### src/rtl/elastic_fifo_v_if.sv
// Valid/ready bundle for the elastic FIFO: write side, read side, flush and status.
// The slave modport is the FIFO; the master modport is the producer/consumer side.
interface elastic_fifo_v_if #(
    parameter int DATA_WIDTH = 32,
    parameter int FIFO_DEPTH = 32
) ();
    localparam int CW = $clog2(FIFO_DEPTH + 2);

    logic                  flush;
    logic [DATA_WIDTH-1:0] din;
    logic                  din_v;
    logic                  din_r;
    logic [DATA_WIDTH-1:0] dout;
    logic                  dout_v;
    logic                  dout_r;
    logic [CW-1:0]         count;
    logic                  almost_full;
    logic                  almost_empty;

    modport slave (
        input  flush, din, din_v, dout_r,
        output din_r, dout, dout_v, count, almost_full, almost_empty
    );

    modport master (
        output flush, din, din_v, dout_r,
        input  din_r, dout, dout_v, count, almost_full, almost_empty
    );
endinterface

### src/rtl/elastic_fifo_v.sv
// Elastic valid/ready buffer: FIFO_DEPTH-entry array plus one registered output slot,
// with empty-buffer bypass, synchronous flush, occupancy count and almost-full/empty flags.
module elastic_fifo_v #(
    parameter int DATA_WIDTH    = 32,
    parameter int FIFO_DEPTH    = 32,
    parameter int AFULL_THRESH  = FIFO_DEPTH - 2,
    parameter int AEMPTY_THRESH = 1
) (
    input logic             clock,
    input logic             reset,
    elastic_fifo_v_if.slave bus
);
    localparam int PW = (FIFO_DEPTH > 1) ? $clog2(FIFO_DEPTH) : 1;
    localparam int CW = $clog2(FIFO_DEPTH + 2);
    localparam logic [CW-1:0] DEPTH_C  = CW'(FIFO_DEPTH);
    localparam logic [PW-1:0] LAST_PTR = PW'(FIFO_DEPTH - 1);
    localparam logic [CW-1:0] AFULL_C  = CW'(AFULL_THRESH);
    localparam logic [CW-1:0] AEMPTY_C = CW'(AEMPTY_THRESH);

    logic [DATA_WIDTH-1:0] mem_q [FIFO_DEPTH];

    logic [PW-1:0]         wr_ptr_q,  wr_ptr_d;
    logic [PW-1:0]         rd_ptr_q,  rd_ptr_d;
    logic [CW-1:0]         mem_cnt_q, mem_cnt_d;
    logic [DATA_WIDTH-1:0] dout_q,    dout_d;
    logic                  dout_v_q,  dout_v_d;
    logic [CW-1:0]         count_q,   count_d;
    logic                  afull_q,   afull_d;
    logic                  aempty_q,  aempty_d;

    logic din_r, clear, out_free, wr_fire, pop, bypass, push;

    // Ready depends only on array occupancy, never on dout_r.
    assign din_r = (mem_cnt_q != DEPTH_C);
    assign clear = reset || bus.flush;

    always_comb begin
        out_free = !dout_v_q || bus.dout_r;
        wr_fire  = bus.din_v && din_r;
        pop      = out_free && (mem_cnt_q != '0);
        bypass   = out_free && (mem_cnt_q == '0) && wr_fire;
        push     = wr_fire && !bypass;
    end

    always_comb begin
        wr_ptr_d  = wr_ptr_q;
        rd_ptr_d  = rd_ptr_q;
        dout_d    = dout_q;
        dout_v_d  = dout_v_q;
        if (push) begin
            wr_ptr_d = (wr_ptr_q == LAST_PTR) ? '0 : wr_ptr_q + PW'(1);
        end
        if (pop) begin
            rd_ptr_d = (rd_ptr_q == LAST_PTR) ? '0 : rd_ptr_q + PW'(1);
            dout_d   = mem_q[rd_ptr_q];
            dout_v_d = 1'b1;
        end else if (bypass) begin
            dout_d   = bus.din;
            dout_v_d = 1'b1;
        end else if (out_free) begin
            dout_v_d = 1'b0;
        end
        mem_cnt_d = mem_cnt_q + CW'(push) - CW'(pop);
        count_d   = mem_cnt_d + CW'(dout_v_d);
        afull_d   = (count_d >= AFULL_C);
        aempty_d  = (count_d <= AEMPTY_C);
    end

    always_ff @(posedge clock) begin
        if (clear) begin
            wr_ptr_q  <= '0;
            rd_ptr_q  <= '0;
            mem_cnt_q <= '0;
            dout_q    <= '0;
            dout_v_q  <= 1'b0;
            count_q   <= '0;
            afull_q   <= 1'b0;
            aempty_q  <= 1'b1;
        end else begin
            wr_ptr_q  <= wr_ptr_d;
            rd_ptr_q  <= rd_ptr_d;
            mem_cnt_q <= mem_cnt_d;
            dout_q    <= dout_d;
            dout_v_q  <= dout_v_d;
            count_q   <= count_d;
            afull_q   <= afull_d;
            aempty_q  <= aempty_d;
        end
    end

    // Array contents are not reset; only the pointers and counts define validity.
    always_ff @(posedge clock) begin
        if (push && !clear) begin
            mem_q[wr_ptr_q] <= bus.din;
        end
    end

    assign bus.din_r        = din_r;
    assign bus.dout         = dout_q;
    assign bus.dout_v       = dout_v_q;
    assign bus.count        = count_q;
    assign bus.almost_full  = afull_q;
    assign bus.almost_empty = aempty_q;
endmodule
### src/flat_wrapper.sv
// flat-port wrapper written by rule: the top's interface ports become plain ports
module elastic_fifo_v_flat 
#(
    parameter int DATA_WIDTH    = 32,
    parameter int FIFO_DEPTH    = 32,
    parameter int AFULL_THRESH  = FIFO_DEPTH - 2,
    parameter int AEMPTY_THRESH = 1
)
  (clock, reset, bus_flush, bus_din, bus_din_v, bus_dout_r, bus_din_r, bus_dout, bus_dout_v, bus_count, bus_almost_full, bus_almost_empty);
  elastic_fifo_v_if #(.DATA_WIDTH(DATA_WIDTH), .FIFO_DEPTH(FIFO_DEPTH)) bus_i ();
  input logic clock;
  input logic reset;
  input wire logic [$bits(bus_i.flush)-1:0] bus_flush;
  input wire logic [$bits(bus_i.din)-1:0] bus_din;
  input wire logic [$bits(bus_i.din_v)-1:0] bus_din_v;
  input wire logic [$bits(bus_i.dout_r)-1:0] bus_dout_r;
  output wire logic [$bits(bus_i.din_r)-1:0] bus_din_r;
  output wire logic [$bits(bus_i.dout)-1:0] bus_dout;
  output wire logic [$bits(bus_i.dout_v)-1:0] bus_dout_v;
  output wire logic [$bits(bus_i.count)-1:0] bus_count;
  output wire logic [$bits(bus_i.almost_full)-1:0] bus_almost_full;
  output wire logic [$bits(bus_i.almost_empty)-1:0] bus_almost_empty;
  assign bus_i.flush = bus_flush;
  assign bus_i.din = bus_din;
  assign bus_i.din_v = bus_din_v;
  assign bus_i.dout_r = bus_dout_r;
  assign bus_din_r = bus_i.din_r;
  assign bus_dout = bus_i.dout;
  assign bus_dout_v = bus_i.dout_v;
  assign bus_count = bus_i.count;
  assign bus_almost_full = bus_i.almost_full;
  assign bus_almost_empty = bus_i.almost_empty;
  elastic_fifo_v #(.DATA_WIDTH(DATA_WIDTH), .FIFO_DEPTH(FIFO_DEPTH), .AFULL_THRESH(AFULL_THRESH), .AEMPTY_THRESH(AEMPTY_THRESH)) u_core (.clock(clock), .reset(reset), .bus(bus_i));
endmodule
### config.mk
export PLATFORM = sky130hd
export DESIGN_NAME = elastic_fifo_v_flat
export DESIGN_NICKNAME = d
export VERILOG_FILES = /design/src/rtl/elastic_fifo_v_if.sv /design/src/rtl/elastic_fifo_v.sv /design/src/flat_wrapper.sv
export SDC_FILE = /design/constraint.sdc
export NUM_CORES = 1
export LEC_CHECK = 0
export ABC_AREA = 1
export BUFFER_PORTS_ARGS = -buffer_cell sky130_fd_sc_hd__buf_2
export CELL_PAD_IN_SITES_DETAIL_PLACEMENT = 1
export CELL_PAD_IN_SITES_GLOBAL_PLACEMENT = 1
export CORE_MARGIN = 2
export CORE_UTILIZATION = 30
export DETAILED_ROUTE_END_ITERATION = 6
export GPL_TIMING_DRIVEN = 0
export PLACE_DENSITY = 0.55
export SLEW_MARGIN = 20
export SYNTH_ARGS = -nofsm -noshare
export SYNTH_HDL_FRONTEND = slang
export SYNTH_SLANG_ARGS = --single-unit
### constraint.sdc
create_clock -name clock -period 2.9 [get_ports clock]
set_input_delay 0.145 -clock clock [delete_from_list [all_inputs] [get_ports clock]]
set_output_delay 0.145 -clock clock [all_outputs]
set_load 0.02 [all_outputs]
* After elaboration in Yosys (flattened, before gate mapping)
Memory sizes are Yosys's and may differ from the RTL's. A register that Yosys moved wholly into a read port is not among the register bits. Index checks and enable logic that the tools add are counted. Widths: inputs -> output; s select.
Word-level totals: memories kept 1, RAM bits 1024, flip-flop bits (word level) 57, output and inout port bits 42
Operators by class: multiplexer cells 11, $lt $le $gt $ge 2, $add $sub $neg 5, reduce and logical (&&, ||, !) cells 14, eq/ne operators 3
Memories:
- u_core.mem_q | depth 32, bits a word 32, read ports 1, clocked after Yosys merged registers in 1, write ports 1, line elastic_fifo_v.sv:20 | logic [DATA_WIDTH-1:0] mem_q [FIFO_DEPTH];
Operators with widths (number):
- $mux 32 | 2
- $mux 5 | 4
- $add 6x1->6 | 2
- $add 5x1->5 const B | 2
- $eq 5x5->1 const B | 2
- $ge 6x5->1 const B | 1
- $le 6x1->1 const B | 1
- $logic_and 1x1->1 | 6
- $logic_not 6->1 | 1
- $ne 6x6->1 const B | 1
- $reduce_bool 6->1 | 1
- $sub 6x1->6 | 1
- $mux 1 | 5
- $logic_not 1->1 | 3
- $logic_or 1x1->1 | 2
- $reduce_bool 2->1 | 1

* Longest topological paths before layout
Gate-level depths: netlist (run 1).
depth in word-level cells 10, gate-level depth with buffers 22

* Worst setup path before layout (run 1)
Ideal clock, no wire load.
kind reg-to-reg, start register u_core.mem_cnt_q[2], end memory u_core.mem_q[0][0], enable pin, setup time 421 ps, arrival 2801 ps, slack -323 ps, cell stages (with the launch flop) 10, required time 2479 ps, period minus slack after synthesis 3223 ps, buffers on the path 0, cells stage by stage dfxtp_1 > inv_1 > ha_1 > nand4_2 > nand2_1 > nor2_4 > inv_2 > nor2_2 > nand2_1 > nor2_1
Between the ends: word-level cells in the longest chain between the ends 8, elaborated cells between the ends (all ways) 10, those cells by class eq/ne: 1; mux: 2; reduce/logical: 7
RTL lines:
- start, declared | line elastic_fifo_v.sv:24 | logic [CW-1:0] mem_cnt_q, mem_cnt_d;
- start signal, assigned | line elastic_fifo_v.sv:82 | mem_cnt_q <= mem_cnt_d;
- $ne 6x6->1 * | line elastic_fifo_v.sv:34 | assign din_r = (mem_cnt_q != DEPTH_C);
- via bus_din_r | line flat_wrapper.sv:17 | output wire logic [$bits(bus_i.din_r)-1:0] bus_din_r;
- $logic_and 1x1->1 * | line elastic_fifo_v.sv:39 | wr_fire = bus.din_v && din_r;
- $logic_and 1x1->1 | line elastic_fifo_v.sv:41 | bypass = out_free && (mem_cnt_q == '0) && wr_fire;
- $logic_not 1->1 | line elastic_fifo_v.sv:42 | push = wr_fire && !bypass;
- $logic_and 1x1->1 * | line elastic_fifo_v.sv:42
- via u_core.push | line elastic_fifo_v.sv:31 | logic din_r, clear, out_free, wr_fire, pop, bypass, push;
- $logic_and 1x1->1 * | line elastic_fifo_v.sv:93 | if (push && !clear) begin
- $mux 1 * | line elastic_fifo_v.sv:93
- $mux 1 (implied by the code) * | line elastic_fifo_v.sv:94 | mem_q[wr_ptr_q] <= bus.din;
- end, declared | line elastic_fifo_v.sv:20
Mark *: on every way through the listed nets, which the timed path passes. The rest lies on a longest branch.

* Worst setup path in the final report (run 1)
start register u_core.mem_cnt_q[4], end register u_core.dout_q[1], in the netlist u_core.bus.dout[1]
Between the ends: word-level cells in the longest chain between the ends 4, elaborated cells between the ends (all ways) 9, those cells by class eq/ne: 1; mux: 1; reduce/logical: 7
RTL lines:
- $ne 6x6->1 or $logic_not 6->1 (tied branches) | line elastic_fifo_v.sv:34, elastic_fifo_v.sv:41
- $logic_and 1x1->1 (on tied branches) | line elastic_fifo_v.sv:39, elastic_fifo_v.sv:41
- $logic_and 1x1->1 | line elastic_fifo_v.sv:41
- $reduce_bool 2->1 (no source line)
- end signal, assigned | line elastic_fifo_v.sv:83 | dout_q <= dout_d;
- end, declared | line elastic_fifo_v.sv:25 | logic [DATA_WIDTH-1:0] dout_q, dout_d;
Parallel ways exist; a longest one is shown, timed or not. A chain may end at the register's enable or synchronous reset.

==> results of run 1 <==
[cells in the final DEF, fill, tap and decap left out, types with 28 or more instances in the layout]
cell	synthesis	final
clkbuf_16	0	119
nand2_1	1323	1309
edfxtp_1	1024	1024
buf_4	41	90
dfxtp_1	62	58
o21ai_0	41	39
nand3_1	878	877
nor2_1	66	28
clkbuf_1	28	43
buf_6	52	52
buf_2	92	168
buf_12	0	47
nor2_4	1	35
a21oi_1	75	74
[routing by layer]
layer,up-vias,routed length [um]
met4,0,4612
met2,832,71950
li1,13935,-
met1,15748,71720
met5,-,0
met3,195,7839
[sequential cells by signal, indices dropped and copies added (netlist names), named ones only]
signal                   flops
u_core.mem_q              1024
u_core.mem_cnt_q             6
u_core.rd_ptr_q              5
u_core.bus.almost_full       1
u_core.bus.count             6
u_core.bus.dout             32
u_core.bus.almost_empty      1
u_core.wr_ptr_q              5
u_core.bus.dout_v            1
[timing repair]
action	4_1_cts	5_1_grt
endpoints found under the hold margin	224	0
hold buffers	11	0
setup buffers	61	9
gates resized for setup	53	14
endpoints found under the setup margin	1067	354
pin swaps	41	18
[stage by stage]
stage                     cells  utilization (%)  instance area (sq um)  power [mW]  hold WS [ns]
after global placement     5777            32.22                  47070       31.59        0.4979
after detailed placement   5813            32.94                  48120       31.80        0.5095
after CTS                  6105            36.30                  53030       48.12      0.005570
after global routing       6115            36.40                  53170       50.20       0.05601
final                      6117            36.40                  53180       48.02       0.02295
after floorplan            3782                -                  44280       25.91        0.2439
[cell families after synthesis]
family	Yosys count
flops	1086
buf+inv	275
fa+ha+maj	18
compound gates	117
xor+xnor	4
simple gates	2282
[power by group through the flow]
| stage | logic, mW | registers (mW) | clock network (mW) |
|---|---|---|---|
| 2_1_floorplan | 7.73 | 18.2 | 0 |
| 3_3_place_gp | 13.5 | 18.0 | 0 |
| 3_5_place_dp | 13.8 | 18.0 | 0 |
| 4_1_cts | 14.6 | 17.7 | 15.8 |
| 5_1_grt | 16.1 | 17.7 | 16.3 |
| 6_report | 14.8 | 17.7 | 15.5 |
[worst reg2reg max path, stage by stage, from the launching register on]
cell and delay, ns:
dfxtp_2 0.32, inv_2 0.04, ha_1 0.20, nand4_2 0.13, nand2_1 0.17, o21ai_2 0.79, inv_1 0.58, buf_2 0.38
a21oi_1 0.19, a21oi_1 0.09
[path summary, 6_finish.rpt]
path	end	slack [ns]	cells past startpoint
worst max-delay path	u_core.bus.dout[1]	-0.07	9
worst min register to register	register	0.52	2
worst max register to register	u_core.bus.dout[1]	-0.07	9
worst min-delay path	u_core.mem_q[25][13]	0.02	1
[area by class of cell]
cell class / instances / area [sq um] / share of cell area [%]
flip-flops and latches: 1086 / 32000 / 60.17
multi-input cells: 2421 / 10980 / 20.65
clock buffers: 140 / 3087 / 5.804
well taps: 1917 / 2399 / 4.510
repair buffers: 195 / 2100 / 3.948
plain buffers: 236 / 1607 / 3.021
clock inverters: 80 / 848.3 / 1.595
inverters: 39 / 153.9 / 0.2894
diodes: 3 / 7.507 / 0.01412
==> impl_metrics.py, run 1 <==
metrics = {
    "setup_path": {
        "crit_path_frequent_cell": "a21oi_1",
        "cp_top_family": "compound AO/OA/AOI/OAI gates",
        "cp.arrival_ns": 3.59,
        "required_ns": 3.52,
        "path_class": "reg -> reg",
        "worstPathMaxFanout": 10,
        "end_kind": "register",
        "crit_path_start_kind": "register",
        "critPathBufInv": 3,
        "r2r-start": "u_core.mem_cnt_q[4]",
        "crit_chain": "inv_2, ha_1, nand4_2, nand2_1, o21ai_2, inv_1, buf_2, a21oi_1, a21oi_1",
        "crit_start": "u_core.mem_cnt_q[4]",
        "cpMaxStageDelayCell": "o21ai_2",
        "slowest_delay_ns": 0.79,
    },
    "die": {
        "row_count": 140,
        "fp.dieW_um": 388.2,
        "io_pins": 79,
        "coreArea_sq_um": 146100,
        "start_util_pct": 30.31,
        "dieHeight_um": 388.2,
        "die-area_sq_um": 150700,
    },
    "routing": {
        "vias": 30710,
        "drt_wl_total_mm": 156.1,
        "antenna_left": 0,
        "dr.pass1.iters": 5,
        "viasPerCell": 5.020,
        "drc": 0,
        "routedWlPerCell_um": 25.52,
        "drt_iter0_drc": 2318,
    },
    "global_routing": {
        "grt_max_degree": 34,
        "grt_busiest_layer": "met2",
        "grt_first_pass_wirelength_mm": 224.0,
        "globalRouteMet2Util_pct": 32.97,
        "met1_usage_pct": 29.00,
        "grt_usage_pct": 20.56,
        "first_global_vias": 30889,
        "antenna_found_initial": 9,
        "overflow": 0,
        "grt_util_met3_pct": 2.447,
    },
    "logic_synthesis": {
        "synth_edf_count": 1024,
        "synth-xor-area-share_pct": 0.07911,
        "ys_ff_latch": 1086,
        "synth_cells": 3782,
        "ys_async_sr_fraction_pct": 0,
        "netlist.area_leader.share_pct": 69.44,
        "synth_top_family_by_area": "simple AND/OR/NAND/NOR gates",
        "synthAdderAreaFrac_pct": 0.5255,
        "synth.most_common_cell": "nand2_1",
        "syn_area_sq_um": 44280,
        "synth_flop_cell": "edfxtp_1",
        "synth_warnings": 0,
        "ys_seq_area_share_pct": 72.24,
        "synthTopCellsByCount": "nand2_1, edfxtp_1, nand3_1",
        "ys_types": 28,
        "yosys.area_share.simple_pct": 21.93,
        "synthTopCellsByArea": "edfxtp_1, nand2_1, nand3_1",
        "syn-num-nets": 3837,
        "synth-compound-area-share_pct": 1.331,
        "synth.area.mux_share_pct": 0,
        "avgSynthCellArea_sq_um": 11.71,
        "synth_top_area_cell": "edfxtp_1",
    },
    "placed_design": {
        "io_buffers": 78,
        "hpwl_mm": 105.8,
        "gp_congestion": 0.7890,
        "pre_cts_slack_ns": -1.135,
    },
    "timing": {
        "relSlewSlack_pct": 24.19,
        "fin_crit_sh_pct": 102.4,
        "clock_skew_ns": 0.03348,
        "fmax_mhz": 336.7,
        "final-setup-viol-count": 13,
        "timing.setup.tns_ns": -0.5212,
        "final_hold_viol_count": 0,
        "worst_pin_slew_ns": 1.137,
        "period_minus_slack_ns": 2.970,
        "maxSlewViolCount": 0,
        "grt_setup_unrepaired": "true",
        "finalWorstSetupSlack_ns": -0.07041,
    },
    "clocking": {
        "cts_root_buf": "clkbuf_16",
        "cts.sinks": 1086,
        "cts_tree": "built",
        "max-clock-path-buffers": 3,
        "clk_latency_ns": 0.74,
        "path_clk_slew_ns": 0.06,
        "htreeDepth": 3,
        "cts_buffers": 117,
    },
    "cells_and_area": {
        "drive_gt1_share_pct": 15.06,
        "synthToLayoutAreaGrowth_pct": 20.09,
        "finalNetCount": 4151,
        "fillers": 15796,
    },
    "run_status": {
        "status": "finished with violations",
        "violations": "negative setup slack",
    },
    "power_and_ir_drop": {
        "pwr-share-seq_pct": 36.9,
        "leakage_nw": 19.17,
        "p_sw_share_pct": 35.74,
        "p_comb_share_pct": 30.8,
        "p_clk_share_pct": 32.3,
        "power_density_nw_per_um2": 903.0,
        "vdd_ir_drop_max_uv": 481.2,
        "p_sw_mw": 17.16,
        "p_int_mw": 30.86,
    },
    "job": {
        "maxCapViolCount": 0,
    },
    "hold_path": {
        "min_from": "bus_din[13]",
        "hold_class": "in -> reg",
    },
}
No activity file was read; power rests on OpenSTA's default activity.
==> inputs of run 2 (changes only) <==
--- a/config.mk
+++ b/config.mk
@@ -10,10 +10,10 @@
 export CELL_PAD_IN_SITES_DETAIL_PLACEMENT = 1
 export CELL_PAD_IN_SITES_GLOBAL_PLACEMENT = 1
 export CORE_MARGIN = 2
-export CORE_UTILIZATION = 30
+export CORE_UTILIZATION = 40
 export DETAILED_ROUTE_END_ITERATION = 6
 export GPL_TIMING_DRIVEN = 0
-export PLACE_DENSITY = 0.55
+export PLACE_DENSITY = 0.69
 export SLEW_MARGIN = 20
 export SYNTH_ARGS = -nofsm -noshare
 export SYNTH_HDL_FRONTEND = slang
==> run 2 against run 1 <==
- the flow now finishes without violations
- largest cell class unchanged
- count of clock-buffer cells in the layout is 3 lower
- non-clock buffer count shrank 16
- final cell count is 7.4% lower
- sequential power barely moved
- die area is 25% lower
- design area shrank 1.7%
- critical path type unchanged
- critical path depth stayed put
- largest power group unchanged
- first-iteration DRC count rose by 25%
==> impl_metrics.py, run 2 (synthesis results as in run 1) <==
metrics = {
    "cells_and_area": {
        "fillers": 11643,
        "final_cells": 5662,
        "finalNetCount": 4132,
        "fin_util_pct": 47.45,
        "largest_reg_flops": 1024,
        "mostFrequentLayoutCells": "nand2_1, edfxtp_1, nand3_1",
        "regMostFlops": "u_core.mem_q",
        "final_common_cell": "nand2_1",
        "synthToLayoutAreaGrowth_pct": 18.09,
        "final_area_sq_um": 52290,
        "drive_gt1_share_pct": 14.62,
    },
    "setup_path": {
        "required_ns": 3.31,
        "cp.arrival_ns": 3.23,
        "worstPathMaxFanout": 23,
        "path_class": "reg -> reg",
        "crit_path_start_kind": "register",
        "end_kind": "register",
    },
    "routing": {
        "drt_iter0_drc": 2901,
        "drt_wl_total_mm": 150.8,
        "routedWlPerCell_um": 26.63,
        "dr.pass1.iters": 5,
        "drc": 0,
        "viasPerCell": 5.562,
        "vias": 31494,
        "antenna_left": 0,
    },
    "hold_path": {
        "hold_class": "in -> reg",
    },
    "timing": {
        "finalWorstSetupSlack_ns": 0.07110,
        "period_minus_slack_ns": 2.829,
        "relSlewSlack_pct": 28.85,
        "clock_skew_ns": 0.02404,
        "maxSlewViolCount": 0,
        "worst_pin_slew_ns": 1.067,
        "final_hold_viol_count": 0,
        "final-setup-viol-count": 0,
        "grt_setup_unrepaired": "true",
        "fin_crit_sh_pct": 97.55,
        "fmax_mhz": 353.5,
    },
    "placed_design": {
        "gp_congestion": 0.9345,
        "placed_cell_area_sq_um": 47580,
        "pre_cts_slack_ns": -0.7613,
        "hpwl_mm": 98.73,
        "io_buffers": 78,
        "numPlacedInstances": 5380,
    },
    "run_status": {
        "status": "completed",
    },
    "die": {
        "io_pins": 79,
        "coreArea_sq_um": 110200,
        "row_count": 122,
        "die-area_sq_um": 113400,
        "fp.dieW_um": 336.7,
        "dieHeight_um": 336.7,
        "start_util_pct": 40.18,
    },
    "clocking": {
        "clk_latency_ns": 0.72,
        "cts_tree": "built",
        "max-clock-path-buffers": 3,
        "cts_buffers": 114,
        "path_clk_slew_ns": 0.06,
        "cts.sinks": 1086,
        "cts_root_buf": "clkbuf_16",
        "htreeDepth": 3,
    },
    "power_and_ir_drop": {
        "power_mw": 47.07,
        "p_comb_share_pct": 31.1,
        "p_int_mw": 30.12,
        "p_sw_share_pct": 36.00,
        "p_clk_share_pct": 31.0,
        "p_sw_mw": 16.95,
        "power_density_nw_per_um2": 900.1,
        "vdd_ir_drop_max_uv": 541.4,
        "leakage_nw": 18.99,
        "pwr-share-seq_pct": 37.8,
    },
    "global_routing": {
        "first_global_vias": 32591,
        "grt_max_degree": 34,
        "grt_first_pass_wirelength_mm": 216.6,
        "antenna_found_initial": 10,
        "grt_usage_pct": 26.50,
        "overflow": 0,
    },
    "job": {
        "maxCapViolCount": 0,
    },
}
==> run 2: cell types whose count changed in the layout (fill, tap and decap cells not counted), moves of 3 or more <==
cell           change
dlygate4sd3_1      -9
buf_4              -8
clkinv_1           +3
clkinvlp_4         -5
bufinv_16          -5
buf_12             -9
clkbuf_16          -4
buf_16             +9
==> run 2: final cells by class <==
cell class	instances	area, sq um	share of cell area (%)
Timing Repair Buffer	180	2057	3.934
Antenna cell	2	5.005	0.009571
Inverter	39	153.9	0.2943
Multi-Input combinational cell	2421	10960	20.96
Sequential cell	1086	31990	61.18
Tap cell	1488	1862	3.560
Clock buffer	137	3000	5.738
Clock inverter	74	676.9	1.294
Buffer	235	1580	3.022
==> run 2: through the flow <==
step / hold slack (ns) / setup TNS (ns)
after CTS: 0.04530 / 0
after global placement: 0.4904 / -1901.86
after floorplan: 0.2439 / -301.85
final: 0.05949 / 0
after detailed placement: 0.4949 / -346.61
after global routing: 0.06247 / -0.1018
==> run 2: metal layers <==
| metal | track usage (%) | vias to the layer above | share of wire [%] |
|---|---|---|---|
| met5 | 0 | - | 0.019 |
| li1 | - | 13899 | - |
| met3 | 4.486 | 307 | 6.9 |
| met4 | 11.82 | 4 | 4.7 |
| met2 | 43.42 | 1220 | 48 |
| met1 | 34.66 | 16064 | 41 |
==> run 2: timing repair <==
action                                  in CTS  in global routing
endpoints found under the hold margin        2                  0
hold buffers                                 2                  0
endpoints found under the setup margin    1033                495
pin swaps                                   39                 13
buffers inserted                            63                  5
resized for setup                           27                 31
==> run 2: path summary, 6_finish.rpt <==
kind,from,end,slack (ns),depth (start not counted)
max,u_core.mem_cnt_q[2],u_core.mem_q[11][15],0.07,9
min,bus_din[0],u_core.mem_q[21][0],0.06,1
max reg2reg,u_core.mem_cnt_q[2],u_core.mem_q[11][15],0.07,9
min reg2reg,u_core.rd_ptr_q[4],u_core.rd_ptr_q[4],0.52,2
==> run 2: critical path: stages, from the launching register on <==
cell     delay [ns]
dfxtp_2        0.37
inv_2          0.06
ha_4           0.16
nand4_2        0.11
nand2_2        0.12
nor2_4         0.24
buf_4          0.17
nand3_2        0.45
nor2_4         0.56
buf_12         0.25
==> run 2: power groups by stage <==
stage | clock (mW) | combinational [mW] | sequential [mW]
2_1_floorplan | 0 | 7.73 | 18.2
5_1_grt | 15.3 | 15.7 | 17.8
3_3_place_gp | 0 | 13.0 | 18.1
6_report | 14.6 | 14.7 | 17.8
4_1_cts | 14.7 | 13.9 | 17.8
3_5_place_dp | 0 | 13.3 | 18.1
